===== config.mk =====
export PLATFORM = sky130hd
export DESIGN_NAME = video_frame_monitor
export DESIGN_NICKNAME = d
export VERILOG_FILES = /design/src/rtl/video_frame_monitor.sv
export SDC_FILE = /design/constraint.sdc
export NUM_CORES = 1
export LEC_CHECK = 0
export CORE_ASPECT_RATIO = 1.5
export CORE_UTILIZATION = 40
export DETAILED_ROUTE_END_ITERATION = 8
export DONT_BUFFER_PORTS = 1
export GPL_TIMING_DRIVEN = 0
export RECOVER_POWER = 50
export SLEW_MARGIN = 20
export SYNTH_ARGS = -nofsm -noshare
export SYNTH_HDL_FRONTEND = slang
export SYNTH_SLANG_ARGS = --single-unit

===== constraint.sdc =====
create_clock -name video_clk -period 6.8 [get_ports video_clk]
set_input_delay 1.36 -clock video_clk [delete_from_list [all_inputs] [get_ports video_clk]]
set_output_delay 1.36 -clock video_clk [all_outputs]
set_load 0.05 [all_outputs]

===== src/rtl/video_frame_monitor.sv =====
// video_frame_monitor: passive checker on the video output stream.
// Measures active pixels per line, active lines per frame and sync
// protocol violations, and publishes a status word once per frame.
// Define FRAME_CRC_EN to add a per-frame CRC-32 of the active pixels.
module video_frame_monitor #(
    parameter int IMG_HDISP  = 1280,
    parameter int IMG_VDISP  = 720,
    parameter int DATA_WIDTH = 24,
    parameter int CNT_WIDTH  = 16
) (
    input  logic                  video_clk,
    input  logic                  rst,
    input  logic                  video_vsync,
    input  logic                  video_hsync,
    input  logic                  video_de,
    input  logic [DATA_WIDTH-1:0] video_data,
    output logic                  frame_done,
    output logic [CNT_WIDTH-1:0]  frame_cnt,
    output logic                  h_err,
    output logic                  v_err,
    output logic                  sync_err,
    output logic [15:0]           last_lines,
    output logic [31:0]           frame_crc
);
    localparam int PIX_W = $clog2(IMG_HDISP) + 2;

    typedef enum logic [1:0] {IDLE, ACTIVE, REPORT} state_t;
    state_t state, state_nxt;

    logic             s1_vsync, s1_hsync, s1_de;
    logic             s2_vsync, s2_de;
    logic             vs_rise, de_fall, line_close;
    logic [PIX_W-1:0] pix_cnt;
    logic [PIX_W:0]   line_len;
    logic [15:0]      line_cnt;
    logic             h_acc, s_acc;

    // Input stage: one register for everything, a second for edge detection.
    always_ff @(posedge video_clk or posedge rst) begin
        if (rst) begin
            s1_vsync <= 1'b0;
            s1_hsync <= 1'b0;
            s1_de    <= 1'b0;
            s2_vsync <= 1'b0;
            s2_de    <= 1'b0;
        end else begin
            s1_vsync <= video_vsync;
            s1_hsync <= video_hsync;
            s1_de    <= video_de;
            s2_vsync <= s1_vsync;
            s2_de    <= s1_de;
        end
    end

    assign vs_rise    = s1_vsync & ~s2_vsync;
    assign de_fall    = ~s1_de & s2_de;
    // A line still open when the frame closes is ended here, including
    // the pixel present on this cycle.
    assign line_close = de_fall | (vs_rise & s1_de);
    assign line_len   = {1'b0, pix_cnt} + {{PIX_W{1'b0}}, s1_de};

    // State register.
    always_ff @(posedge video_clk or posedge rst) begin
        if (rst) state <= IDLE;
        else     state <= state_nxt;
    end

    // Next state: IDLE waits out the partial frame after reset.
    always_comb begin
        state_nxt = state;
        case (state)
            IDLE:    if (vs_rise) state_nxt = ACTIVE;
            ACTIVE:  if (vs_rise) state_nxt = REPORT;
            REPORT:  state_nxt = ACTIVE;
            default: state_nxt = IDLE;
        endcase
    end

    // Per-frame accumulators: pixel/line counters and sticky error flags.
    always_ff @(posedge video_clk or posedge rst) begin
        if (rst) begin
            pix_cnt  <= '0;
            line_cnt <= '0;
            h_acc    <= 1'b0;
            s_acc    <= 1'b0;
        end else begin
            case (state)
                ACTIVE: begin
                    if (s1_de && pix_cnt != '1) pix_cnt <= pix_cnt + PIX_W'(1);
                    if (line_close) begin
                        if (line_cnt != '1) line_cnt <= line_cnt + 16'd1;
                        if (line_len != (PIX_W+1)'(IMG_HDISP)) h_acc <= 1'b1;
                        pix_cnt <= '0;
                    end
                    if (s1_de && (s1_vsync || s1_hsync)) s_acc <= 1'b1;
                end
                REPORT: begin
                    pix_cnt  <= '0;
                    line_cnt <= '0;
                    h_acc    <= 1'b0;
                    s_acc    <= 1'b0;
                end
                default: begin
                    if (vs_rise) begin
                        pix_cnt  <= '0;
                        line_cnt <= '0;
                        h_acc    <= 1'b0;
                        s_acc    <= 1'b0;
                    end
                end
            endcase
        end
    end

    // Status word: latched in REPORT and held until the next frame closes.
    always_ff @(posedge video_clk or posedge rst) begin
        if (rst) begin
            frame_done <= 1'b0;
            frame_cnt  <= '0;
            h_err      <= 1'b0;
            v_err      <= 1'b0;
            sync_err   <= 1'b0;
            last_lines <= '0;
        end else begin
            frame_done <= (state == REPORT);
            if (state == REPORT) begin
                frame_cnt  <= frame_cnt + CNT_WIDTH'(1);
                h_err      <= h_acc;
                v_err      <= (line_cnt != 16'(IMG_VDISP));
                sync_err   <= s_acc;
                last_lines <= line_cnt;
            end
        end
    end

`ifdef FRAME_CRC_EN
    logic [DATA_WIDTH-1:0] s1_data;
    logic [31:0]           crc_acc;

    // CRC-32 (0x04C11DB7), non-reflected, whole pixel folded MSB first.
    function automatic logic [31:0] crc_fold(input logic [31:0] c, input logic [DATA_WIDTH-1:0] d);
        logic [31:0] r;
        logic        fb;
        r = c;
        for (int i = DATA_WIDTH-1; i >= 0; i--) begin
            fb = r[31] ^ d[i];
            r  = {r[30:0], 1'b0} ^ (fb ? 32'h04C11DB7 : 32'h0);
        end
        return r;
    endfunction

    // Pixel data register, aligned with s1_de.
    always_ff @(posedge video_clk or posedge rst) begin
        if (rst) s1_data <= '0;
        else     s1_data <= video_data;
    end

    // Running CRC over the frame's active pixels; reported in REPORT.
    always_ff @(posedge video_clk or posedge rst) begin
        if (rst) begin
            crc_acc   <= 32'hFFFFFFFF;
            frame_crc <= 32'h0;
        end else begin
            case (state)
                ACTIVE:  if (s1_de) crc_acc <= crc_fold(crc_acc, s1_data);
                REPORT: begin
                    frame_crc <= crc_acc;
                    crc_acc   <= 32'hFFFFFFFF;
                end
                default: if (vs_rise) crc_acc <= 32'hFFFFFFFF;
            endcase
        end
    end
`else
    logic data_unused;
    assign data_unused = ^video_data;
    assign frame_crc   = 32'h0;
`endif

endmodule


==> impl_metrics.toml <==
[worst_setup_path]
critPathTopFamily = "buffers and inverters"
worstReg2RegEnd = "pix_cnt[1]$_DFFE_PP0P_"
startpoint = "rst"
start_kind = "primary input"
crit_buf_inv = 2
endpoint_kind = "async pin"
cp.required_ns = 6.84
rrSetupSlack_ns = 4.35
cp_slowest_stage_delay_ns = 1.51
r2r_start = "pix_cnt[1]$_DFFE_PP0P_"
cp_num_cells = 2
path_cells = "clkinvlp_2 > clkbuf_1"
slowest_stage = "clkbuf_1"
cp.arrival_ns = 3.84
cp-endpoint = "last_lines[1]$_DFFE_PP0P_"
reg2reg_depth = 6
cp_max_fo = 39
crit_type = "primary input to async pin"

[die]
die_x_um = 83.2
fp-row-count = 44
coreArea_sq_um = 9630
die-area_sq_um = 10300
die_h_um = 124
start_util = 0.411
ios = 97

[route]
wire_per_inst_um = 14.4
dr.pass1.iters = 4
drc = 0
vias_per_cell = 5.25
dr_total_vias = 3086
postRouteAntennaNets = 0
wl_mm = 8.48
drtIter0Drc = 187

[grt]
grt_pass1_wl_mm = 13.9
grt_max_degree = 40
first_global_vias = 2891
antenna_found_initial = 0
gr-total-overflow = 0
grt_util_all_layers = 0.172

[place]
hpwl_mm = 6.10
port_buffers = 0
routabilityCongestion = 0.931
place_area_sq_um = 4240

[synth]
synth_cells = 426
synth_edf_count = 0
yosys_register_bits = 74
yosysWarnings = 0
synth_ff_type = "dfrtp_1"
ys_seq_area_frac = 0.468
avgSynthCellArea_sq_um = 9.30
syn-cell-area_sq_um = 3960
synthArstFlopShare = 1.00
synth_cell_type_count = 56

[clocking]
h-tree-depth = 3
post-cts-setup-buffer-count = 0
numClockSinks = 74
clockBufferDepth = 2
cts_root_buffer = "clkbuf_16"
clkSlewWorstSetupHoldPaths_ns = 0.05
clkLatencyLatePin_ns = 0.33
cts_made_buffers = 9
cts_tree = "yes"
cts_hold_buf = 0
cts_resized = 0

[worst_hold_path]
hold_depth = 0
hp-class = "flip-flop to flip-flop"

[sta]
rsz0062_at_grt = "false"
period_share = 0.559
drv_slew = 77
min_period_ns = 3.80
setup_tns_ns = 0
max_freq_mhz = 263
hold_viol = 0
worst_pin_slew_ns = 2.00
max_slew_margin = -0.333
skew_ns = 0.00332
final-setup-viol-count = 0

[layout]
multiInputGateArea_sq_um = 1830
finalNetCount = 504
finalInstanceArea_sq_um = 4490
fillCellCount = 919
area_delta_synth_final_pct = 13.4
num_antenna_cells = 0
drive_above_1_share = 0.142
seqCellArea_sq_um = 1850

[pwr]
ir_worst_vdd_v = 0.000159
power_density_nw_per_um2 = 302
leakage_nw = 2.05

[flow_run]
cap_violations = 2

[status]
run_status = "complete, but fails checks"
violations = "max-capacitance violations, max-slew violations"
## cell usage after synthesis (all sizes together) (2+ instances only)
library cell  number  area, sq um
ha                 6         75.1
mux2               3         37.5
or2                3         18.8
or4               10         75.1
clkbuf            13         50.0
nand2b             2         12.5
nor2              24         90.1
nand3             15         80.1
a31oi              4         25.0
nor3               7         35.0
dfrtp             74         1850
and2               2         12.5
a21oi             18         90.1
nor2b              4         25.0
inv               14         52.6
nand2             70          268
mux2i              2         20.0
o31ai             10         80.1
o22ai              2         12.5
and4               5         43.8
and3               5         31.3
nor4b              2         17.5
nand4             15         93.8
a31o               2         17.5
or3                7         45.1
nor4              10         68.8
xnor2             20          175
xor2               7         61.3
o32a               2         20.0
buf               42          294
o21ai             11         55.1
## cells by family after synthesis
family,synth area share
other cells,0.000947
simple gates,0.236
fa+ha+maj,0.0215
xor+xnor,0.0597
flops,0.468
mux,0.0145
buf+inv,0.100
compound gates,0.0998
## worst min-delay path by stage
stage	start	end	slack (ns)
4_1_cts	s1_de$_DFF_PP0_	s2_de$_DFF_PP0_	0.43
6_report	s1_de$_DFF_PP0_	s2_de$_DFF_PP0_	0.42
5_1_grt	s1_de$_DFF_PP0_	s2_de$_DFF_PP0_	0.43
3_3_place_gp	s1_de$_DFF_PP0_	s2_de$_DFF_PP0_	0.41
2_1_floorplan	s1_de$_DFF_PP0_	s2_de$_DFF_PP0_	0.38
3_5_place_dp	s1_de$_DFF_PP0_	s2_de$_DFF_PP0_	0.41
## per-stage QoR
stage / util / instances / power (mW) / hold slack (ns) / setup WS (ns)
2_1_floorplan: - / 457 / 0.864 / 0.378 / 3.56
3_3_place_gp: 0.438 / 572 / 0.929 / 0.407 / 2.70
3_5_place_dp: 0.440 / 573 / 0.938 / 0.412 / 4.42
4_1_cts: 0.469 / 588 / 1.38 / 0.427 / 4.38
5_1_grt: 0.466 / 588 / 1.43 / 0.430 / 2.36
6_report: 0.466 / 588 / 1.36 / 0.424 / 3.00
## state kept, by name, summed over array words and instances, names as in the netlist, 2 cells and up
register	count
line_cnt	16
pix_cnt	13
last_lines	16
state	2
frame_cnt	16
## where the power goes
part / total (mW) / switching, mW / internal, mW
Combinational: 0.285 / 0.188 / 0.0975
Clock: 0.433 / 0.171 / 0.263
Sequential: 0.639 / 0.148 / 0.492
Total: 1.36 / 0.506 / 0.852
## cell usage in the layout, fill, tap and decap left out, types with 3 or more instances in the layout
cell       instances
ha_1               6
clkinv_2           3
or4_1             10
and4_1             5
a31oi_1            4
inv_1             13
nor2b_1            4
nand4_1           15
xor2_1             7
clkbuf_16          9
and3_1             5
nor4_1             9
conb_1            32
o31ai_1            9
buf_4             34
nand2_1           69
o21ai_0           11
xnor2_1           20
nor3_1             7
or3_1              6
nand3_1           14
clkbuf_1          16
buf_2              6
nor2_1            24
dfrtp_1           74
a21oi_1           18
## metal layers
layer / vias to the layer above / track usage / part of all wire
met1: 1484 / 0.185 / 0.40
met2: 68 / 0.310 / 0.53
met3: 17 / 0.0444 / 0.042
met5: - / 0 / 0
li1: 1517 / - / -
met4: 0 / 0.0959 / 0.027
## final cells by class
type / instances / area share
sequential: 74 / 0.412
multi-input combinational: 314 / 0.406
buffer: 55 / 0.0760
clock buffer: 12 / 0.0571
tap: 115 / 0.0320
inverter: 14 / 0.0120
clock inverter: 3 / 0.00334
timing repair buffer: 1 / 0.000836
Note: power is estimated with default switching activity, not from simulation.
